===== src/rtl/grid_scan_pkg.sv =====
// Shared constants, state encoding and row-extraction helper for the grid_scan LED matrix driver.
package grid_pkg;

    localparam int GRID_W    = 64;
    localparam int NUM_ROWS  = 8;
    localparam int ROW_W     = 8;
    localparam int ROW_IDX_W = $clog2(NUM_ROWS);

    typedef enum logic [1:0] {
        IDLE  = 2'd0,
        LOAD  = 2'd1,
        SCAN  = 2'd2,
        BLANK = 2'd3
    } scan_state_t;

    // Cell (r,c) lives at bit 8*r+c, so a whole row is one contiguous byte.
    function automatic logic [ROW_W-1:0] row_slice(input logic [GRID_W-1:0] grid,
                                                   input logic [ROW_IDX_W-1:0] row);
        return grid[ROW_W*row +: ROW_W];
    endfunction

endpackage


===== src/rtl/grid_scan_if.sv =====
// Display-side bundle of grid_scan: enable and grid input, row/column drive and pacing outputs.
interface grid_scan_if;
    import grid_pkg::*;

    logic              en;
    logic [GRID_W-1:0] grid_in;
    logic [ROW_W-1:0]  row_sel;
    logic [ROW_W-1:0]  col_data;
    logic              frame_start;
    logic              gen_tick;

    modport master (
        output en,
        output grid_in,
        input  row_sel,
        input  col_data,
        input  frame_start,
        input  gen_tick
    );

    modport slave (
        input  en,
        input  grid_in,
        output row_sel,
        output col_data,
        output frame_start,
        output gen_tick
    );

endinterface


===== src/rtl/grid_scan_tick_prescaler.sv =====
// Row-dwell prescaler: counts clk cycles while run is high and pulses tc on the last cycle of a row.
module tick_prescaler #(
    parameter int TICK_DIV = 1000
) (
    input  logic clk,
    input  logic reset,
    input  logic clear,
    input  logic run,
    output logic tc
);

    localparam int DIV_W = (TICK_DIV > 1) ? $clog2(TICK_DIV) : 1;
    localparam logic [DIV_W-1:0] DIV_LAST = DIV_W'(TICK_DIV - 1);

    logic [DIV_W-1:0] div_cnt_q;
    logic [DIV_W-1:0] div_cnt_d;

    assign tc = run && (div_cnt_q == DIV_LAST);

    // NOTE: every variable assigned in always_comb gets a default at the top, so no path can infer a latch.
    always_comb begin
        div_cnt_d = div_cnt_q;
        if (clear) begin
            div_cnt_d = '0;
        end else if (run) begin
            div_cnt_d = tc ? '0 : div_cnt_q + DIV_W'(1);
        end
    end

    // NOTE: flops are written with <= only; blocking assignments here would race against readers on the same edge.
    always_ff @(posedge clk or posedge reset) begin
        if (reset) begin
            div_cnt_q <= '0;
        end else begin
            div_cnt_q <= div_cnt_d;
        end
    end

endmodule


===== src/rtl/grid_scan.sv =====
// Tear-free row scanner for the 8x8 Life grid with generation pacing pulse.
// Define GRID_SCAN_BLANK_EN to insert one blank cycle between rows (anti-ghosting).
module grid_scan
    import grid_pkg::*;
#(
    parameter int TICK_DIV   = 1000,
    parameter int GEN_FRAMES = 30
) (
    input  logic        clk,
    input  logic        reset,
    grid_scan_if.slave  bus
);

    localparam logic [1:0] ST_IDLE  = IDLE;
    localparam logic [1:0] ST_LOAD  = LOAD;
    localparam logic [1:0] ST_SCAN  = SCAN;
    localparam logic [1:0] ST_BLANK = BLANK;

    localparam int FC_W = (GEN_FRAMES > 1) ? $clog2(GEN_FRAMES) : 1;
    localparam logic [FC_W-1:0]      FRAME_LAST = FC_W'(GEN_FRAMES - 1);
    localparam logic [ROW_IDX_W-1:0] ROW_LAST   = ROW_IDX_W'(NUM_ROWS - 1);

    logic [1:0]           state_q,     state_d;
    logic [ROW_IDX_W-1:0] row_q,       row_d;
    logic [FC_W-1:0]      frame_cnt_q, frame_cnt_d;
    logic [GRID_W-1:0]    frame_buf_q, frame_buf_d;
    logic                 gen_tick_q,  gen_tick_d;

    logic row_done;
    logic presc_clear;
    logic presc_run;

    assign presc_run   = (state_q == ST_SCAN);
    assign presc_clear = !bus.en || (state_q != ST_SCAN);

    tick_prescaler #(
        .TICK_DIV (TICK_DIV)
    ) u_prescaler (
        .clk   (clk),
        .reset (reset),
        .clear (presc_clear),
        .run   (presc_run),
        .tc    (row_done)
    );

    always_comb begin
        state_d     = state_q;
        row_d       = row_q;
        frame_cnt_d = frame_cnt_q;
        frame_buf_d = frame_buf_q;
        gen_tick_d  = 1'b0;

        if (!bus.en) begin
            state_d     = ST_IDLE;
            row_d       = '0;
            frame_cnt_d = '0;
        end else begin
            case (state_q)
                ST_IDLE: begin
                    state_d = ST_LOAD;
                end
                ST_LOAD: begin
                    frame_buf_d = bus.grid_in;
                    row_d       = '0;
                    state_d     = ST_SCAN;
                end
                ST_SCAN: begin
                    if (row_done) begin
                        if (row_q != ROW_LAST) begin
                            row_d = row_q + ROW_IDX_W'(1);
`ifdef GRID_SCAN_BLANK_EN
                            state_d = ST_BLANK;
`endif
                        end else begin
                            // Frame wrap: gen_tick is registered so it coincides with the next LOAD.
                            state_d = ST_LOAD;
                            if (frame_cnt_q == FRAME_LAST) begin
                                frame_cnt_d = '0;
                                gen_tick_d  = 1'b1;
                            end else begin
                                frame_cnt_d = frame_cnt_q + FC_W'(1);
                            end
                        end
                    end
                end
                ST_BLANK: begin
                    state_d = ST_SCAN;
                end
                default: begin
                    state_d = ST_IDLE;
                end
            endcase
        end
    end

    // NOTE: frame_buf is an ordinary register bank, not a RAM, so clearing it on reset is cheap and makes the first frame deterministic.
    always_ff @(posedge clk or posedge reset) begin
        if (reset) begin
            state_q     <= ST_IDLE;
            row_q       <= '0;
            frame_cnt_q <= '0;
            frame_buf_q <= '0;
            gen_tick_q  <= 1'b0;
        end else begin
            state_q     <= state_d;
            row_q       <= row_d;
            frame_cnt_q <= frame_cnt_d;
            frame_buf_q <= frame_buf_d;
            gen_tick_q  <= gen_tick_d;
        end
    end

    // Outputs depend only on flops; LOAD, BLANK and IDLE all blank the matrix.
    always_comb begin
        bus.row_sel  = '0;
        bus.col_data = '0;
        if (state_q == ST_SCAN) begin
            bus.row_sel  = ROW_W'(1) << row_q;
            bus.col_data = row_slice(frame_buf_q, row_q);
        end
    end

    assign bus.frame_start = (state_q == ST_LOAD);
    assign bus.gen_tick    = gen_tick_q;

endmodule

===== src/flat_wrapper.sv =====
// flat-port wrapper written by rule: the top's interface ports become plain ports
module grid_scan_flat import grid_pkg::*;
#(
    parameter int TICK_DIV   = 1000,
    parameter int GEN_FRAMES = 30
)
  (clk, reset, bus_en, bus_grid_in, bus_row_sel, bus_col_data, bus_frame_start, bus_gen_tick);
  grid_scan_if bus_i ();
  input  logic clk;
  input  logic reset;
  input wire logic [$bits(bus_i.en)-1:0] bus_en;
  input wire logic [$bits(bus_i.grid_in)-1:0] bus_grid_in;
  output wire logic [$bits(bus_i.row_sel)-1:0] bus_row_sel;
  output wire logic [$bits(bus_i.col_data)-1:0] bus_col_data;
  output wire logic [$bits(bus_i.frame_start)-1:0] bus_frame_start;
  output wire logic [$bits(bus_i.gen_tick)-1:0] bus_gen_tick;
  assign bus_i.en = bus_en;
  assign bus_i.grid_in = bus_grid_in;
  assign bus_row_sel = bus_i.row_sel;
  assign bus_col_data = bus_i.col_data;
  assign bus_frame_start = bus_i.frame_start;
  assign bus_gen_tick = bus_i.gen_tick;
  grid_scan #(.TICK_DIV(TICK_DIV), .GEN_FRAMES(GEN_FRAMES)) u_core (.clk(clk), .reset(reset), .bus(bus_i));
endmodule

===== config.mk =====
export PLATFORM = sky130hd
export DESIGN_NAME = grid_scan_flat
export DESIGN_NICKNAME = d
export VERILOG_FILES = /design/src/rtl/grid_scan_pkg.sv /design/src/rtl/grid_scan_if.sv /design/src/rtl/grid_scan_tick_prescaler.sv /design/src/rtl/grid_scan.sv /design/src/flat_wrapper.sv
export SDC_FILE = /design/constraint.sdc
export NUM_CORES = 1
export LEC_CHECK = 0
export CAP_MARGIN = 40
export CORE_MARGIN = 8
export CORE_UTILIZATION = 48
export CTS_BUF_LIST = sky130_fd_sc_hd__clkbuf_8
export DETAILED_ROUTE_END_ITERATION = 6
export PLACE_DENSITY = 0.79
export SLEW_MARGIN = 40
export SYNTH_ARGS = -nofsm -noshare
export SYNTH_HDL_FRONTEND = slang
export SYNTH_HIERARCHICAL = 1
export SYNTH_SLANG_ARGS = --single-unit

===== constraint.sdc =====
create_clock -name clk -period 2.5 [get_ports clk]
set_input_delay 0.375 -clock clk [delete_from_list [all_inputs] [get_ports clk]]
set_output_delay 0.375 -clock clk [all_outputs]
set_load 0.02 [all_outputs]

; After elaboration in Yosys (flattened, before gate mapping)
; Cells that the tools add are included.
[word_totals]
reg_bits = 85
latchBits = 0
ramBits = 0
rom_bits = 0
word_cells = 58
memories = 0
[op_classes]
add_sub_neg = 3
multipliers = 0
div = 0
magnitude_cmp = 0
n_eq_ne = 14
n_shift = 2
muxes = 23
bitwise = 0
reduce_logical = 10
[op_table]
columns = operator, count
row1 = $shiftx 64x7->8, 1
row2 = $mux 10, 3
row3 = $mux 5, 5
row4 = $mux 8, 2
row5 = $add 10x1->10 const B, 1
row6 = $eq 10x10->1 const B, 1
row7 = $mux 3, 3
row8 = $shl 1x3->8 const A, 1
row9 = $mux 2, 3
row10 = $ne 3x2->1 const B, 2
row11 = $ne 3x3->1 const B, 2
row12 = $pmux 2 s3, 1
row13 = $pmux 3 s2, 1
row14 = $reduce_and 3->1, 2
row15 = $add 5x1->5 const B, 1
row16 = $eq 5x5->1 const B, 1
row17 = $mux 1, 5
row18 = $eq 2x2->1 const B, 2
row19 = $ne 2x1->1 const B, 2
row20 = $ne 2x2->1 const B, 2
row21 = $reduce_and 2->1, 2
row22 = $add 3x1->3 const B, 1
row23 = $ne 3x1->1 const B, 1
row24 = $eq 2x1->1 const B, 1
row25 = other kinds (6), 6

; Longest topological paths before layout
[depth]
depth_word = 6
ltp_mapped = 10

; Modules after synthesis
; The synthesis kept the hierarchy.
[modules_own_cells]
columns = module, n_inst, cells_each, area_per_inst_um2, seq_area_each_um2
row1 = grid_scan, 1, 274, 3636.0, 1876.8
row2 = tick_prescaler, 1, 56, 548.0, 250.2

; Worst setup path before layout
; No wires, ideal clock.
[synth_path]
path_kind = reg2reg
startpoint = register u_core.state_q[1]
endpoint = register u_core.frame_cnt_q[4]
arrival_ps = 2287
required_ps = 2406
setup_slack_ps = 119
path_stages_with_launch = 11
n_path_buf = 4
period_less_slack_ps = 2381
cell_sequence = dfrtp_1 -> nor2b_1 -> buf_6 -> clkbuf_1 -> buf_4 -> nand2_1 -> nor3_1 -> and4b_1 -> clkbuf_1 -> a41oi_1 -> a211oi_1
[synth_between]
elab_chain_cells = 4
[synth_lines]
columns = element, line
row1 = start: declaration, grid_scan.sv:23  ; logic [1:0] state_q, state_d;
row2 = start signal: assignment, grid_scan.sv:105  ; state_q <= state_d;
row3 = $eq 2x2->1, grid_scan.sv:33  ; assign presc_run = (state_q == ST_SCAN);
row4 = net u_core.presc_run, grid_scan.sv:31  ; logic presc_run;
row5 = $logic_and 1x1->1, grid_scan_tick_prescaler.sv:18  ; assign tc = run && (div_cnt_q == DIV_LAST);
row6 = net u_core.row_done, grid_scan.sv:29  ; logic row_done;
row7 = $ne 2x1->1 (no source line), n/a
row8 = $reduce_and 3->1 (no source line), n/a
row9 = end signal: assignment, grid_scan.sv:107  ; frame_cnt_q <= frame_cnt_d;
row10 = end: declaration, grid_scan.sv:25  ; logic [FC_W-1:0] frame_cnt_q, frame_cnt_d;
; The timed path passes the listed nets, and every way through them passes these cells.
; A chain may end at the register's enable or synchronous reset.

; Final worst setup path
[layout_path]
startpoint = register u_core.row_q[1]
endpoint = output port bus_col_data[4]
[layout_between]
elab_chain_cells = 2
[layout_lines]
columns = element, line
row1 = start: declaration, grid_scan.sv:24  ; logic [ROW_IDX_W-1:0] row_q, row_d;
row2 = start signal: assignment, grid_scan.sv:106  ; row_q <= row_d;
row3 = $shiftx 64x7->8, grid_scan_pkg.sv:19  ; return grid[ROW_W*row +: ROW_W];
row4 = $mux 8, grid_scan.sv:117  ; if (state_q == ST_SCAN) begin
row5 = end: declaration, flat_wrapper.sv:14  ; output wire logic [$bits(bus_i.col_data)-1:0] bus_col_data;
; Every way passes these cells.

==> flow_summary.toml <==
[finish]
drive_gt1_frac = 0.245
nets = 496
final_cell_count_no_fill = 533
multi_input_area_mm2 = 0.00195
n_fill_cell = 661
synthToLayoutAreaGrowth_pct = 30.1
antenna-diode-count = 0
ff_latch_area_mm2 = 0.00213

[detailed_routing]
drc_errors = 0
drtAntennaViolNets = 0
routed_wl_um = 9810
wl_per_cell_um = 18.4
drt_iter0_markers = 119
via_per_inst = 5.49
vias = 2924
dr.pass1.iters = 4

[setup_path]
arrival_ps = 2110
start_kind = "register"
max_stage_delay_ps = 610
path_class = "reg -> out"
cp.required_ps = 2120
crit_chain = "buf_12 -> mux2i_1 -> a22oi_1 -> and3_1 -> clkdlybuf4s50_1"
crit_path_max_fanout = 22
cp-end-kind = "primary output"
crit_slowest_cell = "clkdlybuf4s50_1"

[timing]
rsz0062_at_grt = "yes"
fin_hold_ws_ps = 258
timing.fmax_mhz = 403
maxSlewViolCount = 0
worstMarginPinSlew_ps = 565
finalClockSkew_ps = 13.1
min_period_ps = 2480
post-route-worst-setup-slack_ps = 17.1
finalCritPeriodShare = 0.993
setup_viol = 0
maxSlewHeadroom = 0.624
hold_violations = 0

[logic_synthesis]
synth_fp_nets = 406
synth_top_area_frac = 0.508
yosys-top-cells-area = "dfrtp_1, mux2_2, mux2i_1"
synthCells = 330
synth_seq_cells = 85
yosys.area.top_type = "dfrtp_1"
syn_avg_cell_area_um2 = 12.7
yosysMostFrequentCell = "dfrtp_1"
synth_edf_count = 0
synthArstFlopShare = 1.00
synth_ff_type = "dfrtp_1"
yosysUniqueCellTypes = 49
synth_common_cells = "dfrtp_1, mux2_2, mux2i_1"
synth_area_mm2 = 0.00418
ys_warn_count = 6
ys_seq_area_frac = 0.508

[clock_network]
cts_tree = "yes"
clock_path_buffers = 2
cts-root-buf = "clkbuf_8"
htree_levels = 3
cts_inserted_buffers = 9
cts_sinks = 85
cts_hold_buffers = 0
clk_pin_slew_ps = 80
clk_latency_ps = 360

[run_status]
status = "completed"

[global_routing]
grt_antenna_before_repair = 0
grt_overflow = 0
first_global_vias = 3003
grt_use_total = 0.166
grt_pass1_wl_um = 15300
grt_start_max_net_pins = 46

[floorplanning]
dieArea_mm2 = 0.0120
dieHeight_um = 109
ios = 85
core_area_mm2 = 0.00859
die_x_um = 109
rows = 34
start_util = 0.487

[placed_design]
io_buffers = 84
pre_cts_ws_ps = 130
routabilityCongestion = 0.846
dp_cells = 514
hpwlAfterDp_um = 7250

[pwr]
leakagePower_nw = 2.32
peakVddDrop_uv = 347
powerDensity_mw_per_mm2 = 682

[run]
drv_cap = 0

[worst_hold_path]
hold_path_class = "in -> async"
[placed cells by master, fill, tap and decap left out, types with 3 or more instances in the layout]
cell type,instances
buf_12,3
mux2i_1,29
inv_1,8
and3_1,15
nor2_1,9
nand2_1,8
o211ai_1,3
clkdlybuf4s50_1,77
and2_1,3
mux2i_2,3
dfrtp_2,3
xor2_1,3
a22oi_1,16
dlygate4sd2_1,4
clkbuf_8,10
a21oi_1,8
or3_1,3
ha_1,9
nand3_1,4
dfrtp_1,82
dlymetal6s2s_1,3
or4_1,3
mux2_2,56
mux2_1,8
buf_4,8
nor3_1,3
[metal layers]
| layer | vias to the layer above | global-route usage | share of wire |
|---|---|---|---|
| met5 | - | 0 | 0 |
| met4 | 0 | 0.0829 | 0.026 |
| met3 | 17 | 0.0346 | 0.050 |
| met2 | 73 | 0.254 | 0.47 |
| met1 | 1446 | 0.220 | 0.46 |
| li1 | 1388 | - | - |
[stage by stage]
step           power (mW)  instance area, um^2  setup TNS, ps  utilization
2_1_floorplan        2.38                 4180              0            -
3_3_place_gp         2.66                 5140              0        0.598
3_5_place_dp         2.70                 5140              0        0.598
4_1_cts              3.72                 5390              0        0.627
5_1_grt              3.90                 5440          -56.6        0.633
6_report             3.71                 5440              0        0.633
[layout make-up]
class / count / area share
Timing Repair Buffer: 97 / 0.181
Tap cell: 108 / 0.0248
Sequential cell: 85 / 0.392
Clock inverter: 6 / 0.0126
Inverter: 10 / 0.00690
Clock buffer: 10 / 0.0253
Multi-Input combinational cell: 217 / 0.358
[path summary, 6_finish.rpt]
check                                                   from                                  to  slack (ps)  cells after the start
max                              u_core/row_q[1]$_DFFE_PP0P_                     bus_col_data[4]          20                      5
min                                                    reset  u_core/frame_buf_q[57]$_DFFE_PP0P_         260                      2
max reg2reg                    u_core/state_q[1]$_DFFE_PP0P_   u_core/frame_cnt_q[4]$_DFFE_PP0P_         310                      8
min reg2reg                u_core/frame_cnt_q[4]$_DFFE_PP0P_   u_core/frame_cnt_q[4]$_DFFE_PP0P_         490                      1
max in group asynchronous                              reset         u_core/row_q[1]$_DFFE_PP0P_        1470                      3
min in group clk           u_core/frame_cnt_q[4]$_DFFE_PP0P_   u_core/frame_cnt_q[4]$_DFFE_PP0P_         490                      1
[report_power, final]
| part | switching (mW) | total [mW] | internal, mW |
|---|---|---|---|
| combinational | 0.318 | 0.807 | 0.488 |
| sequential | 0.195 | 1.90 | 1.71 |
| clock | 0.506 | 1.00 | 0.496 |
| total | 1.02 | 3.71 | 2.69 |
[kinds of logic (layout without fill, tap and decap cells)]
family | after synthesis | after routing | share of synthesized area
AOI/OAI and AO/OA | 43 | 43 | 0.0760
xor gates and xnor gates | 3 | 3 | 0.00628
adders and majority gates | 9 | 9 | 0.0269
buffers and inverters | 28 | 123 | 0.0374
DFF | 85 | 85 | 0.508
muxes | 99 | 99 | 0.258
and+or+nand+nor | 63 | 63 | 0.0867
[critical path: cells and delay by family, from the launching register on]
| kind | cells | cell delay (ps) |
|---|---|---|
| AOI/OAI and AO/OA | 1 | 180 |
| buffers and inverters | 2 | 800 |
| DFF | 1 | 460 |
| muxes | 1 | 140 |
| and+or+nand+nor | 1 | 170 |
[state kept, by name, summed over array words and instances, names as in the netlist]
register / flops
u_core/frame_cnt_q: 5
u_core/frame_buf_q: 64
u_core/u_prescaler/div_cnt_q: 10
u_core/row_q: 3
u_core/state_q: 2
u_core/bus.gen_tick: 1
[timing repair]
action                     in CTS  in global routing
pin swaps                       0                  0
buffers inserted                0                  3
hold endpoints to repair        0                  0
setup endpoints to repair       8                 13
gates resized for setup        18                  8
Note: power is estimated with default switching activity, not from simulation.
